===== config.mk =====
export PLATFORM = sky130hd
export DESIGN_NAME = alu_issue_wb
export DESIGN_NICKNAME = d
export VERILOG_FILES = /design/src/rtl/alu_issue_wb.sv
export SDC_FILE = /design/constraint.sdc
export NUM_CORES = 2
export LEC_CHECK = 0
export ABC_AREA = 0
export BUFFER_PORTS_ARGS = -buffer_cell sky130_fd_sc_hd__buf_4
export CORE_ASPECT_RATIO = 1.5
export CORE_MARGIN = 3
export CORE_UTILIZATION = 47
export DETAILED_ROUTE_END_ITERATION = 8
export PLACE_DENSITY = 0.66
export SLEW_MARGIN = 20
export SYNTH_ARGS = -nofsm -noshare
export SYNTH_HDL_FRONTEND = slang
export SYNTH_SLANG_ARGS = --single-unit

===== constraint.sdc =====
create_clock -name clk -period 2.85 [get_ports clk]
set_input_delay 0.285 -clock clk [delete_from_list [all_inputs] [get_ports clk]]
set_output_delay 0.285 -clock clk [all_outputs]
set_load 0.01 [all_outputs]

===== src/rtl/alu_issue_wb.sv =====
// alu_issue_wb: three-state issue/writeback sequencer around an external ALU.
// It holds a 32x32 register file plus HI/LO. An accepted MIPS word is sent
// to the ALU together with its RF[rs]/RF[rt] operands, and the ALU results
// are routed back to RF, HI/LO or nowhere, depending on the decoded class.
module alu_issue_wb (
  input  logic        clk,
  input  logic        rst_n,
  input  logic        instr_valid,
  output logic        instr_ready,
  input  logic [31:0] instr,
  output logic [31:0] alu_instr,
  output logic [31:0] alu_gr1,
  output logic [31:0] alu_gr2,
  input  logic [31:0] alu_c,
  input  logic [31:0] alu_hi,
  input  logic [31:0] alu_lo,
  input  logic        alu_zero,
  input  logic        alu_negative,
  input  logic        alu_overflow,
  input  logic        dbg_we,
  input  logic [4:0]  dbg_waddr,
  input  logic [31:0] dbg_wdata,
  input  logic [4:0]  dbg_raddr,
  output logic [31:0] dbg_rdata,
  output logic [31:0] hi_q,
  output logic [31:0] lo_q,
  output logic        done,
  output logic        ovf_trap,
  output logic        illegal
);

  typedef enum logic [1:0] {IDLE, ISSUE, WB} state_t;

  state_t      state_reg, state_next;
  logic [31:0] rf [32];

  // Decode fields of the word currently held for the ALU.
  logic [5:0]  opcode, funct;
  logic [4:0]  rs, rt, rd;
  assign opcode = alu_instr[31:26];
  assign rs     = alu_instr[25:21];
  assign rt     = alu_instr[20:16];
  assign rd     = alu_instr[15:11];
  assign funct  = alu_instr[5:0];

  // Source-operand fields of the incoming word; they are read at the accept edge.
  logic [4:0]  in_rs, in_rt;
  assign in_rs = instr[25:21];
  assign in_rt = instr[20:16];

  logic        accept, dbg_wr_ok;
  assign accept    = (state_reg == IDLE) && instr_valid;
  assign dbg_wr_ok = (state_reg == IDLE) && dbg_we && (dbg_waddr != 5'd0);

  // Flag inputs that play no part in routing decisions.
  logic        unused_flags;
  assign unused_flags = alu_zero ^ alu_negative;

  logic        is_hilo, is_rd_wr, is_rt_wr, is_nowr, is_legal, ovf_chk, trap;
  logic        rf_we;
  logic [4:0]  rf_waddr;

  // Instruction classification and the writeback decision.
  always_comb begin
    is_hilo  = 1'b0;
    is_rd_wr = 1'b0;
    is_rt_wr = 1'b0;
    is_nowr  = 1'b0;
    ovf_chk  = 1'b0;
    if (opcode == 6'h00) begin
      is_hilo = (funct >= 6'h18) && (funct <= 6'h1B);
      case (funct)
        6'h00, 6'h02, 6'h03, 6'h04, 6'h06, 6'h07,
        6'h20, 6'h21, 6'h22, 6'h23, 6'h24, 6'h25, 6'h26, 6'h27,
        6'h2A, 6'h2B: is_rd_wr = 1'b1;
        default:      is_rd_wr = 1'b0;
      endcase
      ovf_chk = (funct == 6'h20) || (funct == 6'h22) || (funct == 6'h1A);
    end else begin
      is_rt_wr = (opcode >= 6'h08) && (opcode <= 6'h0E);
      is_nowr  = (opcode == 6'h04) || (opcode == 6'h05) ||
                 (opcode == 6'h23) || (opcode == 6'h2B);
      ovf_chk  = (opcode == 6'h08);
    end
    is_legal = is_hilo | is_rd_wr | is_rt_wr | is_nowr;
    trap     = ovf_chk && alu_overflow;
    rf_waddr = is_rd_wr ? rd : rt;
    rf_we    = (state_reg == WB) && (is_rd_wr || is_rt_wr) && !trap &&
               (rf_waddr != 5'd0);
  end

  // Next-state logic and the status outputs that are qualified by state.
  always_comb begin
    state_next  = state_reg;
    instr_ready = 1'b0;
    done        = 1'b0;
    ovf_trap    = 1'b0;
    illegal     = 1'b0;
    case (state_reg)
      IDLE: begin
        instr_ready = 1'b1;
        if (instr_valid) state_next = ISSUE;
      end
      ISSUE: state_next = WB;
      WB: begin
        state_next = IDLE;
        done       = 1'b1;
        ovf_trap   = trap;
        illegal    = !is_legal;
      end
      default: state_next = IDLE;
    endcase
  end

  // State register.
  always_ff @(posedge clk or negedge rst_n) begin
    if (!rst_n) state_reg <= IDLE;
    else        state_reg <= state_next;
  end

  // Operand capture at accept. A debug write on the same edge is forwarded, so
  // the operands already show the new value; register 0 always reads as zero.
  always_ff @(posedge clk or negedge rst_n) begin
    if (!rst_n) begin
      alu_instr <= '0;
      alu_gr1   <= '0;
      alu_gr2   <= '0;
    end else if (accept) begin
      alu_instr <= instr;
      if (in_rs == 5'd0)                       alu_gr1 <= '0;
      else if (dbg_wr_ok && dbg_waddr == in_rs) alu_gr1 <= dbg_wdata;
      else                                      alu_gr1 <= rf[in_rs];
      if (in_rt == 5'd0)                       alu_gr2 <= '0;
      else if (dbg_wr_ok && dbg_waddr == in_rt) alu_gr2 <= dbg_wdata;
      else                                      alu_gr2 <= rf[in_rt];
    end
  end

  // Register file. Debug writes happen only in IDLE and writeback only in WB,
  // so the two never meet; a write that targets register 0 is dropped.
  always_ff @(posedge clk or negedge rst_n) begin
    if (!rst_n) begin
      for (int i = 0; i < 32; i++) rf[i] <= '0;
    end else if (dbg_wr_ok) begin
      rf[dbg_waddr] <= dbg_wdata;
    end else if (rf_we) begin
      rf[rf_waddr] <= alu_c;
    end
  end

  // HI/LO writeback for the multiply/divide group; an overflowing div is suppressed.
  always_ff @(posedge clk or negedge rst_n) begin
    if (!rst_n) begin
      hi_q <= '0;
      lo_q <= '0;
    end else if ((state_reg == WB) && is_hilo && !trap) begin
      hi_q <= alu_hi;
      lo_q <= alu_lo;
    end
  end

  assign dbg_rdata = (dbg_raddr == 5'd0) ? 32'd0 : rf[dbg_raddr];

endmodule


==> results.json <==
{
  "ys.flop_type": "dfrtp_1",
  "synth-xor-area-share_pct": 0.107,
  "yosysWarnings": 0,
  "portBuffers": 370,
  "violations": "DRC, hold timing, setup timing",
  "tns_ps": -315470,
  "io_pins": 373,
  "start_util_pct": 47.5,
  "grt_max_degree": 98,
  "drive_gt1_share_pct": 54.7,
  "synthMuxAreaShare_pct": 42.4,
  "grt_pass1_wl_mm": 548,
  "worst_pin_slew_ps": 1100,
  "place.gp.congestion": 1.01,
  "synthCells": 6088,
  "yosysTopAreaCell": "dfrtp_1",
  "fin_crit_ps": 3320,
  "yosys.area_share.simple_pct": 3.15,
  "grt_pass1_vias": 72400,
  "setup_ws_ps": -471,
  "syn_to_final_growth_pct": 30.8,
  "crit_path_start": "rf[531]",
  "path_cells": "mux4_2, mux4_2, mux2i_1, buf_4, nor2_4, buf_6",
  "synthAdderAreaFrac_pct": 0,
  "via_count": 75000,
  "utilization_pct": 62.1,
  "drt_iter0_drc": 12900,
  "ys_seq_area_share_pct": 36.3,
  "fin_hold_ws_ps": -17.1,
  "track_usage_pct": 42.9,
  "synth_cell_types": 69,
  "synth_top_family_by_area": "multiplexers",
  "rows": 186,
  "cts_sinks": 1186,
  "max_freq_mhz": 301,
  "detail_route.wl_per_cell_um": 45.4,
  "yosysTopAreaCellShare_pct": 36.3,
  "htreeDepth": 3,
  "synth_edf_count": 0,
  "slowest_delay_ps": 690,
  "cp-start-kind": "flip-flop",
  "status": "complete, but fails checks",
  "synth_compound_area_share_pct": 13.2,
  "crit_type": "flip-flop to output port",
  "leakagePower_nw": 45.9,
  "fp.dieArea_um2": 179000,
  "clkTransAtPathRegs_ps": 70,
  "regMostFlops": "rf",
  "clock-root-buffer": "clkbuf_16",
  "max-cap-violations": 0,
  "fin_nets": 7009,
  "cts_tree": "yes",
  "vdd_drop_max_mv": 0.545,
  "cp-end-kind": "output port",
  "die_w_um": 346,
  "avgSynthCellArea_um2": 13.4,
  "relSlewSlack_pct": 26.7,
  "power.density_nw_per_um2": 503,
  "clk_latency_ps": 870,
  "p_total_w": 0.0538,
  "ant_nets": 0,
  "synth_area_um2": 81700,
  "drc": 1,
  "hold_viol": 3,
  "max-clock-path-buffers": 3,
  "dieHeight_um": 517,
  "synthTopCellsByArea": "dfrtp_1, mux4_2, mux2_2",
  "r2r_start": "alu_instr[27]",
  "synth_seq_cells": 1186,
  "cpMostUsedCell": "mux4_2",
  "via_per_inst": 8.13,
  "dr.pass1.iters": 9,
  "cts_inserted_buffers": 120,
  "rsz0062_at_grt": "yes",
  "wl_mm": 419,
  "slew_viol_final": 0,
  "skew_ps": 49.0,
  "path_max_fanout": 2,
  "crit_required_ps": 2570,
  "synthesis.nets": 6265,
  "core_um2": 172000,
  "post-place-ws_ps": -312,
  "finalSetupViolCount": 1028,
  "crit_arrival_ps": 3040,
  "antenna_found_initial": 41,
  "grt_overflow": 0,
  "hpwl_mm": 239,
  "hold_path.class": "input port to async pin",
  "critPathSlowestCell": "mux4_2",
  "async_flop_share_pct": 100,
  "finalCritPeriodShare_pct": 117,
  "largest_reg_flops": 1024
}
cells in the mapped netlist, types with 4 or more instances:
| cell | instances |
|---|---|
| a211oi_1 | 5 |
| nand3_1 | 18 |
| mux2_2 | 944 |
| or2_2 | 4 |
| clkbuf_1 | 625 |
| nand4_1 | 7 |
| a2bb2oi_1 | 5 |
| nor2_1 | 74 |
| buf_2 | 165 |
| nor3b_1 | 8 |
| a32o_1 | 865 |
| dfrtp_1 | 1186 |
| o21bai_1 | 10 |
| nand2_1 | 374 |
| and3_1 | 6 |
| mux4_2 | 960 |
| nor3_1 | 19 |
| xor2_1 | 6 |
| nor2b_1 | 12 |
| buf_6 | 5 |
| o21ai_0 | 238 |
| and2_1 | 33 |
| nand2b_1 | 8 |
| inv_1 | 17 |
| buf_1 | 136 |
| o22ai_1 | 13 |
| a22o_1 | 32 |
| mux2_4 | 30 |
| a21oi_1 | 12 |
| mux2i_1 | 96 |
| buf_4 | 19 |
| a21oi_2 | 21 |
| mux2_1 | 83 |
| xnor2_1 | 4 |
power by group:
part	switching, W	internal (W)
registers	0.000717	0.0175
clock network	0.00809	0.0107
logic	0.00984	0.00694
metrics by stage:
stage / instances / cell area [µm²]
after floorplan: 6088 / 81900
after global placement: 8513 / 93400
after detailed placement: 8513 / 93400
after CTS: 9048 / 103000
after global routing: 9199 / 107000
final: 9219 / 107000
cell type report:
cell class | instances | area [µm²]
well taps | 2256 | 2820
repair buffers | 1567 | 18900
inverters | 18 | 67.6
clock inverters | 82 | 1290
clock buffers | 146 | 3260
multi-input cells | 3939 | 50700
fillers | 12400 | 65100
diodes | 25 | 62.6
flip-flops and latches | 1186 | 29700
metal layers:
layer  vias to the layer above  part of all wire, %  track usage, %
li1                      26400                    -               -
met1                     37700                   29            47.4
met2                      8047                   42            62.9
met3                      2754                   16            16.4
met4                        32                   13            42.1
met5                         -                 0.14               0
cell usage in the layout (no fill, tap or decap), types with 89 or more instances in the layout:
| cell type | n |
|---|---|
| buf_12 | 322 |
| buf_4 | 912 |
| mux4_2 | 960 |
| mux2_4 | 378 |
| mux2_2 | 619 |
| nand2_1 | 371 |
| a32o_1 | 860 |
| o21ai_0 | 230 |
| dlygate4sd3_1 | 112 |
| dfrtp_1 | 1182 |
| mux2i_1 | 89 |
| clkbuf_16 | 186 |
final timing paths:
check / end / slack, ps / depth (start not counted)
max: dbg_rdata[19] / -470 / 6
min: rf[242] / -20 / 2
max reg2reg: rf[587] / -470 / 10
min reg2reg: rf[1016] / 420 / 0
max in group asynchronous: hi_q[8] / 1680 / 3
min in group clk: alu_gr1[25] / 0 / 3
worst max-delay path, delay by kind of cell (launching register included):
kind	cells	cell delay [ps]
buf+inv	2	330
flops	1	380
simple gates	1	40
mux	3	1400
cells by family (layout without fill, tap and decap cells):
logic type,after synthesis,in the layout
buffers and inverters,968,1813
DFF,1186,1186
muxes,2114,2116
AOI/OAI and AO/OA,1223,1223
and+or+nand+nor,587,590
xor gates and xnor gates,10,10
other,0,25
what timing repair did:
| action | 4_1_cts | 5_1_grt |
|---|---|---|
| endpoints found under the setup margin | 1008 | 1027 |
| setup buffers | 154 | 75 |
| gates cloned | 45 | 87 |
| hold buffers | 112 | 0 |
| endpoints found under the hold margin | 818 | 0 |
| gates resized for setup | 262 | 421 |
| pin swaps | 61 | 140 |
No activity file was read; power rests on OpenSTA's default activity.
